[src/rtl/l2todr_reqq_if.sv]
// Request bus between the L2 arbiter, the directory ingress queue and the
// directory request pipeline.
//
// Handshake (both hops): the producer drives *_valid with a payload, and the
// consumer drives *_retry. A transfer happens on a rising edge where
// valid && !retry. A producer holding valid while retry is high must keep
// the payload stable until the transfer. retry never depends combinationally
// on valid.
interface l2todr_reqq_if #(
    parameter int W = 64
);
    logic         l2todr_req_valid;
    logic         l2todr_req_retry;
    logic [W-1:0] l2todr_req;
    logic         dr_req_valid;
    logic         dr_req_retry;
    logic [W-1:0] dr_req;
    logic         dr_req_done;

    // Environment side: L2 arbiter upstream plus the directory pipeline downstream.
    modport master (
        output l2todr_req_valid, l2todr_req, dr_req_retry, dr_req_done,
        input  l2todr_req_retry, dr_req_valid, dr_req
    );

    // Queue side.
    modport slave (
        input  l2todr_req_valid, l2todr_req, dr_req_retry, dr_req_done,
        output l2todr_req_retry, dr_req_valid, dr_req
    );
endinterface

[src/rtl/l2todr_reqq.sv]
// Directory-side ingress request queue. An in-order FIFO of opaque L2-to-
// directory requests. The head is issued only while fewer than MaxInflight
// issued requests are still unretired. W is the bit width of the request
// type and is carried through untouched.
module l2todr_reqq #(
    parameter int Depth       = 4,
    parameter int MaxInflight = 8,
    parameter int W           = 64
) (
    input  logic                   clk,
    input  logic                   reset,
    l2todr_reqq_if.slave           bus,
    output logic [$clog2(Depth):0] reqq_count,
    output logic [7:0]             inflight_count,
    output logic                   err_underflow
);
    localparam int AW = $clog2(Depth);
    localparam logic [AW:0] FULL_CNT = (AW+1)'(Depth);
    localparam logic [7:0]  MAX_INF  = 8'(MaxInflight);

    logic [W-1:0]  r_mem [Depth];
    logic [AW-1:0] r_head;
    logic [AW-1:0] r_tail;
    logic [AW:0]   r_count;
    logic          r_full;
    logic [7:0]    r_inflight;
    logic          r_err;

    logic          w_retry;
    logic          w_valid;
    logic          w_enq;
    logic          w_deq;
    logic [AW:0]   w_count_nxt;
    logic [7:0]    w_inflight_nxt;
    logic          w_underflow;

    // Upstream stall comes from a registered full flag, so it never loops back
    // through l2todr_req_valid. Reset forces a stall for its whole cycle.
    assign w_retry = r_full | reset;
    assign w_enq   = bus.l2todr_req_valid & ~w_retry;

    // Issue gate. inflight rises only on a dequeue, so once valid is up it
    // cannot drop while the directory stalls, and the head cannot move either.
    assign w_valid = ~reset & (r_count != '0) & (r_inflight < MAX_INF);
    assign w_deq   = w_valid & ~bus.dr_req_retry;

    assign bus.l2todr_req_retry = w_retry;
    assign bus.dr_req_valid     = w_valid;
    assign bus.dr_req           = r_mem[r_head];

    // Status is forced to its reset value while reset is high.
    assign reqq_count     = reset ? '0 : r_count;
    assign inflight_count = reset ? '0 : r_inflight;
    assign err_underflow  = reset ? 1'b0 : r_err;

    // Next occupancy: a simultaneous enqueue and dequeue cancel out.
    always_comb begin
        w_count_nxt = r_count;
        if (w_enq && !w_deq) begin
            w_count_nxt = r_count + 1'b1;
        end else if (!w_enq && w_deq) begin
            w_count_nxt = r_count - 1'b1;
        end
    end

    // Next in-flight count. A retire with nothing outstanding and no same-cycle
    // issue leaves the count at zero and flags an underflow.
    always_comb begin
        w_inflight_nxt = r_inflight;
        w_underflow    = 1'b0;
        if (w_deq && !bus.dr_req_done) begin
            w_inflight_nxt = r_inflight + 1'b1;
        end else if (!w_deq && bus.dr_req_done) begin
            if (r_inflight == '0) begin
                w_underflow = 1'b1;
            end else begin
                w_inflight_nxt = r_inflight - 1'b1;
            end
        end
    end

    // Payload storage has no reset; entries are only read once written.
    always_ff @(posedge clk) begin
        if (w_enq) begin
            r_mem[r_tail] <= bus.l2todr_req;
        end
    end

    // Pointers, counters and the sticky error flag. Depth is a power of two,
    // so the pointers wrap by natural overflow.
    always_ff @(posedge clk) begin
        if (reset) begin
            r_head     <= '0;
            r_tail     <= '0;
            r_count    <= '0;
            r_full     <= 1'b0;
            r_inflight <= '0;
            r_err      <= 1'b0;
        end else begin
            if (w_enq) begin
                r_tail <= r_tail + 1'b1;
            end
            if (w_deq) begin
                r_head <= r_head + 1'b1;
            end
            r_count    <= w_count_nxt;
            r_full     <= (w_count_nxt == FULL_CNT);
            r_inflight <= w_inflight_nxt;
            if (w_underflow) begin
                r_err <= 1'b1;
            end
        end
    end
endmodule

[src/flat_wrapper.sv]
// flat-port wrapper written by rule: the top's interface ports become plain ports
module l2todr_reqq_flat 
#(
    parameter int Depth       = 4,
    parameter int MaxInflight = 8,
    parameter int W           = 64
)
  (clk, reset, reqq_count, inflight_count, err_underflow, bus_l2todr_req_valid, bus_l2todr_req, bus_dr_req_retry, bus_dr_req_done, bus_l2todr_req_retry, bus_dr_req_valid, bus_dr_req);
  l2todr_reqq_if #(.W(W)) bus_i ();
  input  logic clk;
  input  logic reset;
  output logic [$clog2(Depth):0] reqq_count;
  output logic [7:0] inflight_count;
  output logic err_underflow;
  input wire logic [$bits(bus_i.l2todr_req_valid)-1:0] bus_l2todr_req_valid;
  input wire logic [$bits(bus_i.l2todr_req)-1:0] bus_l2todr_req;
  input wire logic [$bits(bus_i.dr_req_retry)-1:0] bus_dr_req_retry;
  input wire logic [$bits(bus_i.dr_req_done)-1:0] bus_dr_req_done;
  output wire logic [$bits(bus_i.l2todr_req_retry)-1:0] bus_l2todr_req_retry;
  output wire logic [$bits(bus_i.dr_req_valid)-1:0] bus_dr_req_valid;
  output wire logic [$bits(bus_i.dr_req)-1:0] bus_dr_req;
  assign bus_i.l2todr_req_valid = bus_l2todr_req_valid;
  assign bus_i.l2todr_req = bus_l2todr_req;
  assign bus_i.dr_req_retry = bus_dr_req_retry;
  assign bus_i.dr_req_done = bus_dr_req_done;
  assign bus_l2todr_req_retry = bus_i.l2todr_req_retry;
  assign bus_dr_req_valid = bus_i.dr_req_valid;
  assign bus_dr_req = bus_i.dr_req;
  l2todr_reqq #(.Depth(Depth), .MaxInflight(MaxInflight), .W(W)) u_core (.clk(clk), .reset(reset), .bus(bus_i), .reqq_count(reqq_count), .inflight_count(inflight_count), .err_underflow(err_underflow));
endmodule
[config.mk]
export PLATFORM = sky130hd
export DESIGN_NAME = l2todr_reqq_flat
export DESIGN_NICKNAME = d
export VERILOG_FILES = /design/src/rtl/l2todr_reqq_if.sv /design/src/rtl/l2todr_reqq.sv /design/src/flat_wrapper.sv
export SDC_FILE = /design/constraint.sdc
export NUM_CORES = 1
export LEC_CHECK = 0
export ABC_AREA = 1
export ABC_CLOCK_PERIOD_IN_PS = 5000
export BUFFER_PORTS_ARGS = -buffer_cell sky130_fd_sc_hd__buf_4
export CORE_MARGIN = 10
export CORE_UTILIZATION = 48
export DETAILED_ROUTE_END_ITERATION = 7
export PLACE_DENSITY = 0.74
export SLEW_MARGIN = 40
export SYNTH_ARGS = -nofsm -noshare
export SYNTH_HDL_FRONTEND = slang
export SYNTH_SLANG_ARGS = --single-unit
[constraint.sdc]
create_clock -name clk -period 5 [get_ports clk]
set_input_delay 0.5 -clock clk [delete_from_list [all_inputs] [get_ports clk]]
set_output_delay 0.5 -clock clk [all_outputs]
set_load 0.02 [all_outputs]
After elaboration in Yosys (flattened, before gate mapping)
Memories as Yosys holds them, arrays and structs flattened. A register that Yosys moved wholly into a read port is not among the register bits.
Index checks and enable logic that the tools add are counted.
Word-level totals
  word-level logic and storage cells: 50
  memory bits (writable): 256
  flip-flop bits (word level): 17
  memories: 1
  bits of input ports: 69
Memory list
  u_core.r_mem: words 4, width 64, read ports 1, clocked after Yosys merged registers in 1, write ports 1, RTL line l2todr_reqq.sv:21  | logic [W-1:0] r_mem [Depth];
Cells by class
  add/sub/neg operators: 6
  multiplexer cells: 15
  reduce and logical (&&, ||, !) cells: 11
  equal/unequal tests: 2
  $lt $le $gt $ge: 1
  bitwise gates (word level): 8
Operators with widths (number)
  8-bit two-way mux: 4
  3-bit two-way mux: 3
  8-bit by 1-bit adder with 8-bit output, second input constant: 1
  8-bit logical NOT: 1
  8-bit by 4-bit less-than comparator with 1-bit output, second input constant: 1
  8-bit by 1-bit subtractor with 8-bit output, second input constant: 1
  1-bit two-way mux: 6
  2-bit by 1-bit adder with 2-bit output, second input constant: 2
  1-bit bitwise AND: 4
  1-bit logical AND: 4
  2-bit two-way mux: 2
  3-bit by 1-bit adder with 3-bit output, second input constant: 1
  3-bit == test, second input constant: 1
  1-bit logical NOT: 3
  1-bit inverter: 3
  3-bit nonzero test: 1
  3-bit by 1-bit subtractor with 3-bit output, second input constant: 1
  2-bit by 1-bit inequality test with 1-bit output, second input constant: 1
  2-bit AND reduction: 1
  2-bit nonzero test: 1
  1-bit bitwise OR: 1

Depth between registers and ports, before layout
Gate-level depths: netlist of run 1.
  depth after elaboration: 8
  gate-level depth with buffers: 17
  depth with buffers taken out: 17

Worst setup path after synthesis of run 1
Ideal clock, no wire load.
  path type: input -> register
  start: input port reset
  end: memory u_core.r_mem[0][0] (enable)
  library setup time: 0.487 ns
  required time: 4.513 ns
  arrival time: 3.423 ns
  stages on the path: 3
  setup slack: 1.091 ns
  path through: inv_1 -> nand3_2 -> nor2_1
On the way
  word-level cells in the longest chain between the ends: 5
Ends and longest elaborated chain
  start: declaration: RTL line flat_wrapper.sv:11  | input logic reset;
  1-bit bitwise OR: RTL line l2todr_reqq.sv:39  | assign w_retry = r_full | reset;
  1-bit inverter: RTL line l2todr_reqq.sv:40  | assign w_enq = bus.l2todr_req_valid & ~w_retry;
  1-bit bitwise AND: RTL line l2todr_reqq.sv:40
  1-bit two-way mux: RTL line l2todr_reqq.sv:84  | if (w_enq) begin
  1-bit two-way mux (not written as such): RTL line l2todr_reqq.sv:85  | r_mem[r_tail] <= bus.l2todr_req;
  end: declaration: RTL line l2todr_reqq.sv:21
No other way between the ends.

==> results of run 1 <==
==> power by group <==
part	internal (mW)	switching (mW)	leakage, nW
clock	1.04	0.783	0.381
sequential	2.63	0.0607	2.48
combinational	0.405	0.682	1.81
==> registers in the layout (all words and copies together), names as in the netlist, named ones only <==
register	flops
u_core.r_inflight	8
u_core.r_err	1
u_core.r_count	3
u_core.r_tail	2
u_core.r_head	2
u_core.r_mem	256
u_core.r_full	1
==> layer usage <==
| metal | routed length (um) | part of all wire |
|---|---|---|
| met1 | 10180 | 0.43 |
| met2 | 11080 | 0.47 |
| met3 | 1880 | 0.080 |
| met4 | 412 | 0.017 |
| met5 | 0 | 0 |
==> placed cells by master, fill, tap and decap left out, drive strengths merged, types with 2 or more instances in the layout <==
| cell type | n |
|---|---|
| edfxtp | 256 |
| nor2 | 162 |
| buf | 154 |
| o21ai | 142 |
| o22ai | 64 |
| inv | 39 |
| clkbuf | 37 |
| nand2 | 28 |
| dfxtp | 19 |
| ha | 16 |
| a21oi | 12 |
| clkinv | 8 |
| nand3 | 7 |
| nand4 | 4 |
| xnor2 | 3 |
| or2 | 2 |
| xor2 | 2 |
==> kinds of logic (layout without fill, tap and decap cells) <==
group / count (synthesis) / in the layout / share of synthesized area
adder cells (fa/ha/maj): 17 / 17 / 0.02051
AND/OR/NAND/NOR: 205 / 205 / 0.07993
AO/OA/AOI/OAI: 222 / 222 / 0.1124
XOR/XNOR: 5 / 5 / 0.004079
other: 0 / 1 / 0
buffers and inverters: 83 / 240 / 0.03169
flip-flops: 275 / 275 / 0.7513
==> how the worst max path moves through the flow <==
stage	endpoint
floorplan	u_core.r_mem[0][0]
global placement	u_core.r_inflight[5]
detailed placement	u_core.r_inflight[5]
CTS	bus_dr_req[1]
global route	u_core.r_inflight[7]
finish	bus_dr_req[35]
==> through the flow <==
| stage | util | std cells | hold WS, ps | setup slack (ps) | power [mW] |
|---|---|---|---|---|---|
| global placement | 0.5520 | 1196 | 433.9 | 2091 | 3.825 |
| floorplan | - | 807 | 412.2 | 1091 | 3.441 |
| detailed placement | 0.5522 | 1196 | 430.4 | 1988 | 3.834 |
| CTS | 0.5884 | 1244 | 151.2 | 1809 | 5.655 |
| finish | 0.5887 | 1245 | 172.5 | 1909 | 5.608 |
| global route | 0.5886 | 1244 | 156.6 | 1721 | 5.861 |
==> worst register-to-register path, cell delays in order (launching register included) <==
cell     delay (ps)
dfxtp_1         360
inv_1            80
ha_1            200
ha_1            190
nor2_1          250
nand3_4         150
inv_1            90
ha_1            230
inv_1           180
ha_1            370
or2_2           290
and2_1          180
nand2_1          70
nand2_1          60
xnor2_1         120
a21oi_1          70
==> layout make-up <==
class                      instances  area [um^2]
clock buffer                      37        713.2
tap                              280        350.3
clock inverter                    11        78.83
timing repair buffer             154         1160
sequential                       275         8073
multi-input combinational        449         2360
antenna                            1        2.502
inverter                          38        150.1
fill                            1718         9004
==> flow_summary.ini, run 1 <==
[status]
status = completed

[global_route]
grt_pass1_wl_mm = 36.49
grt_max_degree = 100
grt_pass1_vias = 6775
antenna_found_initial = 1
grt_remaining_overflow = 0
grtUsageMet2 = 0.2552
grt.total_usage = 0.1564
grt_use_met1 = 0.2019
globalRouteMet3Util = 0.04215
grt-busiest-layer = met2

[placement]
gp_congestion = 0.8556
dp_hpwl_mm = 14.19
dpl_cell_area_um2 = 12090
port_buffers = 146

[clock_network]
insertion_delay_ps = 530
clockRootBuffer = clkbuf_16
post_cts_resized = 0
cts_buffers = 27
cts.clk_slew.worst_paths_ps = 60
cts_tree = done
hold_buffers = 0
clockBufferDepth = 3
cts.sinks = 275
cts_setup_buffers = 0
h-tree-depth = 1

[detailed_routing]
route.detailed.drc = 0
drt_iter0_drc = 657
num_vias = 6800
wl_mm = 23.56
viasPerCell = 5.462
firstDrtPassIters = 6
ant_nets = 0
avgRoutedWirePerCell_um = 18.92

[yosys]
synth_top_area_frac = 0.7159
synth_most_common_cell = edfxtp_1
yosys-top-cells-count = edfxtp_1, nor2_1, o21ai_0
yosysUniqueCellTypes = 34
synthCells = 807
synth-main-ff-cell = edfxtp_1
yosysSeqAreaShare = 0.7513
netlist_area_um2 = 10740
yosys.area.top_type = edfxtp_1
yosys_warnings = 0
yosys-top-cells-area = edfxtp_1, o21ai_0, nor2_1
syn_avg_cell_area_um2 = 13.31
synthArstFlopShare = 0
syn_nets = 893
ys_seq_elements = 275
synth_edf_count = 256

[timing]
drv_slew = 0
fin_skew_ps = 22.53
max-slew-margin-rel = 0.4706
rsz0062_at_grt = no
setup_violations = 0
worstMarginPinSlew_ps = 792.2
max_freq_ghz = 0.3235
finalSetupTns_ps = 0
hold_viol = 0
finalCriticalPeriod_ps = 3091
fin_crit_sh = 0.6181

[setup_path]
crit_path_frequent_cell = buf_4
critPathSlowestCell = inv_6
crit_arrival_ps = 2590
crit_family = buffers and inverters
timing.rr.end = u_core.r_inflight[5]
cp_num_cells = 5
cp.required_ps = 4500
crit_chain = inv_6 -> buf_4 -> o21ai_0 -> o22ai_1 -> buf_4
cp-start-kind = flip-flop
path_class = flip-flop to output pin
max_stage_delay_ps = 540
timing.rr.start = u_core.r_count[0]
r2r_cells = 15
setup.worst_path.end_class = output pin
rrSetupSlack_ps = 1970
path_max_fanout = 99
cp_num_buf_inv = 3

[floorplan]
die_x_um = 169.6
num_io_pins = 147
die-area_um2 = 28750
start_util = 0.4905
rows = 54
die_h_um = 169.6
core_um2 = 21890

[hold_path]
hold_class = primary input to flip-flop
hold_start = bus_l2todr_req[41]
min_to = u_core.r_mem[3][41]
whs_path_depth = 1

[power_and_ir_drop]
ir_worst_vdd_uv = 243.3
leakage_nw = 4.677
powerDensity_nw_per_um2 = 435.2

[cells_and_area]
drive_above_1_share = 0.2199
nNetsFinal = 1031
syn2layout_area_growth_pct = 20.02
final_cell_area_um2 = 12890

[job]
cap_violations = 0
Power figures use the tool's default switching activity.
==> run 2: changes to the inputs <==
--- a/config.mk
+++ b/config.mk
@@ -5,13 +5,13 @@
 export SDC_FILE = /design/constraint.sdc
 export NUM_CORES = 1
 export LEC_CHECK = 0
-export ABC_AREA = 1
-export ABC_CLOCK_PERIOD_IN_PS = 5000
+export ABC_AREA = 0
+export ABC_CLOCK_PERIOD_IN_PS = 2750
 export BUFFER_PORTS_ARGS = -buffer_cell sky130_fd_sc_hd__buf_4
 export CORE_MARGIN = 10
 export CORE_UTILIZATION = 48
 export DETAILED_ROUTE_END_ITERATION = 7
-export PLACE_DENSITY = 0.74
+export PLACE_DENSITY = 0.77
 export SLEW_MARGIN = 40
 export SYNTH_ARGS = -nofsm -noshare
 export SYNTH_HDL_FRONTEND = slang
==> constraint.sdc (replaced) <==
create_clock -name clk -period 2.75 [get_ports clk]
set_input_delay 0.275 -clock clk [delete_from_list [all_inputs] [get_ports clk]]
set_output_delay 0.275 -clock clk [all_outputs]
set_load 0.02 [all_outputs]
==> run 2 against run 1 <==
Compared with the run above:
- the run now ends with negative setup slack left
- via count decreased by 18%
- sequential power grew 85%
- critical path depth grew 9
- clock-buffer cell count fell by 5
- clock skew is 13 ps lower
- critical path type is now flip-flop to flip-flop
- largest power group unchanged
- highest routed layer unchanged
==> flow_summary.ini, run 2 <==
[status]
status = finished with violations
violations = negative setup slack

[floorplan]
die-area_um2 = 28120
rows = 53
start_util = 0.4935
core_um2 = 21220
die_h_um = 167.7
die_x_um = 167.7
num_io_pins = 147

[yosys]
synth_most_common_cell = edfxtp_1
yosys-top-cells-area = edfxtp_1, mux4_2, dfxtp_1
yosysUniqueCellTypes = 40
syn_avg_cell_area_um2 = 21.50
synth_top_area_frac = 0.7341
yosysSeqAreaShare = 0.7705
synthCells = 487
yosys_warnings = 0
netlist_area_um2 = 10470
synth-main-ff-cell = edfxtp_1
yosys-top-cells-count = edfxtp_1, mux4_2, dfxtp_1
syn_nets = 573
yosys.area.top_type = edfxtp_1
synthArstFlopShare = 0
synth_edf_count = 256
ys_seq_elements = 275

[setup_path]
critPathSlowestCell = or3_1
rrSetupSlack_ps = -20
path_max_fanout = 7
cp_num_buf_inv = 3
crit_chain = inv_1 -> ha_1 -> ha_2 -> nor4_4 -> nand2_1 -> inv_2 -> ha_4 -> inv_6 -> ha_4 -> a21oi_4 -> a211oi_2 -> or3_1 -> a21oi_2 -> mux2_4
crit_path_frequent_cell = ha_4
r2r_cells = 14
crit_arrival_ps = 3180
setup.worst_path.end_class = flip-flop
timing.rr.start = u_core.r_count[1]
path_class = flip-flop to flip-flop
cp-start-kind = flip-flop
cp-startpoint = u_core.r_count[1]
cp.required_ps = 3160
max_stage_delay_ps = 380
timing.rr.end = u_core.r_inflight[7]
crit_family = adder cells

[clock_network]
clockRootBuffer = clkbuf_16
cts_tree = done
h-tree-depth = 1
cts.clk_slew.worst_paths_ps = 60
insertion_delay_ps = 520
cts_buffers = 28
cts.sinks = 275
clockBufferDepth = 3

[timing]
fin_crit_sh = 1.007
max_freq_ghz = 0.3612
hold_ws_ps = 162.1
finalCriticalPeriod_ps = 2769
max-slew-margin-rel = 0.6827
rsz0062_at_grt = yes
drv_slew = 0
hold_viol = 0
finalSetupTns_ps = -18.57
worst_slack_ps = -18.57
worstMarginPinSlew_ps = 476.0
setup_violations = 1
fin_skew_ps = 9.599

[placement]
dp.cells = 919
dpl_cell_area_um2 = 12240
pre_cts_ws_ps = -294.5
port_buffers = 146
dp_hpwl_mm = 13.93
gp_congestion = 0.8752

[power_and_ir_drop]
design_power_total_mw = 10.92
powerDensity_nw_per_um2 = 787.6
leakage_nw = 4.770
ir_worst_vdd_uv = 511.1

[cells_and_area]
top_regs = u_core.r_mem x256, u_core.r_inflight x8, u_core.r_count x3
nNetsFinal = 827
final_common_cell = edfxtp_1
syn2layout_area_growth_pct = 32.39
final_cell_area_um2 = 13860
final_cell_mix = edfxtp_1, buf_4, mux4_2, dlygate4sd3_1, clkbuf_16
largest-register = u_core.r_mem
drive_above_1_share = 0.4108
fin_cells = 1037
fin_util = 0.6533
num_antenna_cells = 0
largest_register_ff_count = 256

[detailed_routing]
firstDrtPassIters = 4
num_vias = 5572
drt_iter0_drc = 326
route.detailed.drc = 0
wl_mm = 22.30
viasPerCell = 5.373
ant_nets = 0
avgRoutedWirePerCell_um = 21.51

[global_route]
globalRouteMet3Util = 0.03464
antenna_found_initial = 0
grt_remaining_overflow = 0
grt-busiest-layer = met2
grt_use_met1 = 0.1966
grt_pass1_vias = 6194
grt.total_usage = 0.1539
grtUsageMet2 = 0.2615
grt_max_degree = 37
grt_pass1_wl_mm = 34.82

[hold_path]
min_to = u_core.r_count[2]
hold_start = bus_dr_req_retry
whs_path_depth = 4
hold_class = primary input to flip-flop

[job]
cap_violations = 0
## run 2: cell count changes in the layout (fill, tap and decap cells not counted), sizes merged, moves of 5 or more
cell,previous run,this run
nand2,28,16
nor2b,0,7
inv,39,11
clkbuf,37,32
buf,154,178
mux4,0,64
clkinv,8,16
nor2,162,17
dlygate4sd3,0,64
o21ai,142,5
o22ai,64,0
## run 2: worst register-to-register path, cell delays in order (launching register included)
cell and delay [ps]:
dfxtp_2 330, inv_1 60, ha_1 180, ha_2 200, nor4_4 120, nand2_1 110
inv_2 100, ha_4 150, inv_6 70, ha_4 250, a21oi_4 140, a211oi_2 100
or3_1 380, a21oi_2 180, mux2_4 310
## run 2: cells by family (layout without fill, tap and decap cells)
family	count (synthesis)	in the layout	synth area share
compound gates	25	25	0.01482
xor+xnor	11	11	0.009200
simple gates	66	66	0.03465
mux	65	65	0.1391
fa+ha+maj	17	17	0.02103
buf+inv	28	303	0.01075
flops	275	275	0.7705
## run 2: repair_timing
action / in CTS / in global routing
endpoints found under the setup margin: 1 / 3
endpoints found under the hold margin: 256 / 0
pin swaps: 3 / 4
hold buffers: 64 / 0
buffers inserted: 3 / 0
resized for setup: 17 / 4
## run 2: layout make-up
type / count / area [um^2]
Tap cell: 275 / 344.1
Fill cell: 1402 / 7357
Sequential cell: 275 / 8078
Clock inverter: 19 / 118.9
Timing Repair Buffer: 242 / 2115
Clock buffer: 32 / 737.0
Multi-Input combinational cell: 184 / 2429
Inverter: 10 / 42.54
## run 2: worst max-delay path by stage
| stage | cells after the start | to |
|---|---|---|
| 3_5_place_dp | 14 | u_core.r_inflight[7] |
| 3_3_place_gp | 14 | u_core.r_inflight[7] |
| 5_1_grt | 14 | u_core.r_inflight[7] |
| 4_1_cts | 14 | u_core.r_inflight[7] |
| 2_1_floorplan | 14 | u_core.r_inflight[7] |
| 6_report | 14 | u_core.r_inflight[7] |
## run 2: report_power, final
part           internal, mW  switching (mW)
sequential             4.82           0.152
combinational          1.20            1.26
clock                  2.01            1.48
total                  8.02            2.90
## run 2: metal layers
metal	vias up	wire (um)
met3	32	1283
met1	2872	9232
met2	176	11450
met4	0	336
li1	2492	-
met5	-	0
==> run 3: changes to the inputs <==
--- a/config.mk
+++ b/config.mk
@@ -8,10 +8,10 @@
 export ABC_AREA = 0
 export ABC_CLOCK_PERIOD_IN_PS = 2750
 export BUFFER_PORTS_ARGS = -buffer_cell sky130_fd_sc_hd__buf_4
-export CORE_MARGIN = 10
-export CORE_UTILIZATION = 48
+export CORE_MARGIN = 2
+export CORE_UTILIZATION = 35
 export DETAILED_ROUTE_END_ITERATION = 7
-export PLACE_DENSITY = 0.77
+export PLACE_DENSITY = 0.61
 export SLEW_MARGIN = 40
 export SYNTH_ARGS = -nofsm -noshare
 export SYNTH_HDL_FRONTEND = slang
==> run 3 against run 2 <==
Compared with the run above:
- via count shrank 0.59%
- first-iteration DRC count shrank 11%
- clock-buffer cell count grew 5
- worst setup slack gained 5.4 ps
- register-to-register slack is essentially flat
- sequential share of layout area shrank 0.97 points
- clock power is essentially flat
- the flow still finishes with violations (negative setup slack)
- combinational power grew 3%
- critical path type unchanged
- non-clock buffer count grew 14
- clock skew grew 1.7 ps
- global-route usage shrank 1.5 points
- sequential power is essentially flat
==> flow_summary.ini, run 3 (synthesis gave the netlist of run 2 again) <==
[timing]
fin_skew_ps = 11.28
rsz0062_at_grt = yes
worstMarginPinSlew_ps = 523.6
fin_crit_sh = 1.005
max_freq_ghz = 0.3619
hold_ws_ps = 152.5
hold_viol = 0
max-slew-margin-rel = 0.6502
finalCriticalPeriod_ps = 2763
worst_slack_ps = -13.20
setup_violations = 1
drv_slew = 0

[detailed_routing]
firstDrtPassIters = 4
ant_nets = 0
drt_iter0_drc = 291
viasPerCell = 4.742
wl_mm = 21.90
avgRoutedWirePerCell_um = 18.75
route.detailed.drc = 0
num_vias = 5539

[power_and_ir_drop]
powerDensity_nw_per_um2 = 779.7
ir_worst_vdd_uv = 422.4
leakage_nw = 4.847
design_power_total_mw = 10.99

[setup_path]
cp.required_ps = 3170
cp-start-kind = flip-flop
path_max_fanout = 7
crit_arrival_ps = 3180
path_class = flip-flop to flip-flop
setup.worst_path.end_class = flip-flop

[clock_network]
cts.clk_slew.worst_paths_ps = 60
insertion_delay_ps = 530
cts_buffers = 29
cts.sinks = 275
cts_tree = done
h-tree-depth = 1
clockBufferDepth = 3
clockRootBuffer = clkbuf_16

[floorplan]
die-area_um2 = 31320
num_io_pins = 147
start_util = 0.3542
die_x_um = 177.0
rows = 63
core_um2 = 29560
die_h_um = 177.0

[placement]
port_buffers = 146
dpl_cell_area_um2 = 12390
gp_congestion = 0.7654
dp_hpwl_mm = 13.66

[hold_path]
hold_class = primary input to flip-flop

[global_route]
globalRouteMet3Util = 0.02814
grtUsageMet2 = 0.2416
grt_use_met1 = 0.1784
antenna_found_initial = 0
grt_pass1_wl_mm = 33.59
grt_pass1_vias = 6068
grt_max_degree = 42
grt.total_usage = 0.1388
grt_remaining_overflow = 0
grt-busiest-layer = met2

[cells_and_area]
largest_register_ff_count = 256
final_cell_mix = edfxtp_1, buf_4, mux4_2, dlygate4sd3_1, clkbuf_16
num_antenna_cells = 0
nNetsFinal = 842
final_common_cell = edfxtp_1
drive_above_1_share = 0.4242
fin_util = 0.4770
syn2layout_area_growth_pct = 34.64
final_cell_area_um2 = 14100
fill_cells = 2485
largest-register = u_core.r_mem
top_regs = u_core.r_mem x256, u_core.r_inflight x8, u_core.r_count x3

[job]
cap_violations = 0

[status]
status = finished with violations
violations = negative setup slack
run 3: worst paths after layout:
| kind | cells after the start | endpoint | startpoint | slack, ps |
|---|---|---|---|---|
| setup / recovery | 14 | u_core.r_inflight[7] | u_core.r_count[0] | -10 |
| setup reg to reg | 14 | u_core.r_inflight[7] | u_core.r_count[0] | -10 |
| hold / removal | 4 | u_core.r_err | bus_dr_req_done | 150 |
| hold reg to reg | 2 | u_core.r_err | u_core.r_err | 500 |
run 3: stage by stage:
stage / setup TNS [ps] / worst slack [ps] / cells
after floorplan: -225.5 / -225.5 / 487
after global placement: -168.0 / -168.0 / 1037
after detailed placement: -272.8 / -272.8 / 1037
after CTS: -0.1532 / -0.1532 / 1162
after global routing: -112.2 / -101.9 / 1168
final: -13.20 / -13.20 / 1168
run 3: where the power goes:
part | switching (mW) | leakage, nW | internal [mW]
clock network | 1.48 | 0.429 | 2.02
registers | 0.144 | 2.48 | 4.82
logic | 1.26 | 1.94 | 1.27
run 3: layer usage:
layer	vias up	wire length, um
met2	160	11110
met5	-	0
met4	0	337
met1	2818	9179
met3	35	1268
li1	2526	-
run 3: area by class of cell:
type                            instances  area, um^2  area share
Inverter                               10       45.04    0.003195
Multi-Input combinational cell        184        2422      0.1718
Tap cell                              390       488.0     0.03461
Sequential cell                       275        8078      0.5730
Clock buffer                           37       755.7     0.05360
Clock inverter                         16       102.6    0.007277
Timing Repair Buffer                  256        2207      0.1565
run 3: repair_timing:
action                     in CTS  in global routing
setup buffers                   8                  6
pin swaps                       4                  9
hold endpoints to repair      256                  0
resized for setup              14                 10
setup endpoints to repair       1                  5
hold buffers                   64                  0
run 3: critical path, stage by stage (launching register included):
cell	delay, ps
dfxtp_2	340
inv_2	60
ha_4	160
ha_4	160
nor4_2	120
nand2_1	110
inv_2	110
ha_4	170
inv_8	50
ha_4	260
a21oi_4	160
a211oi_2	100
or3_1	390
a21oi_2	160
mux2_4	300
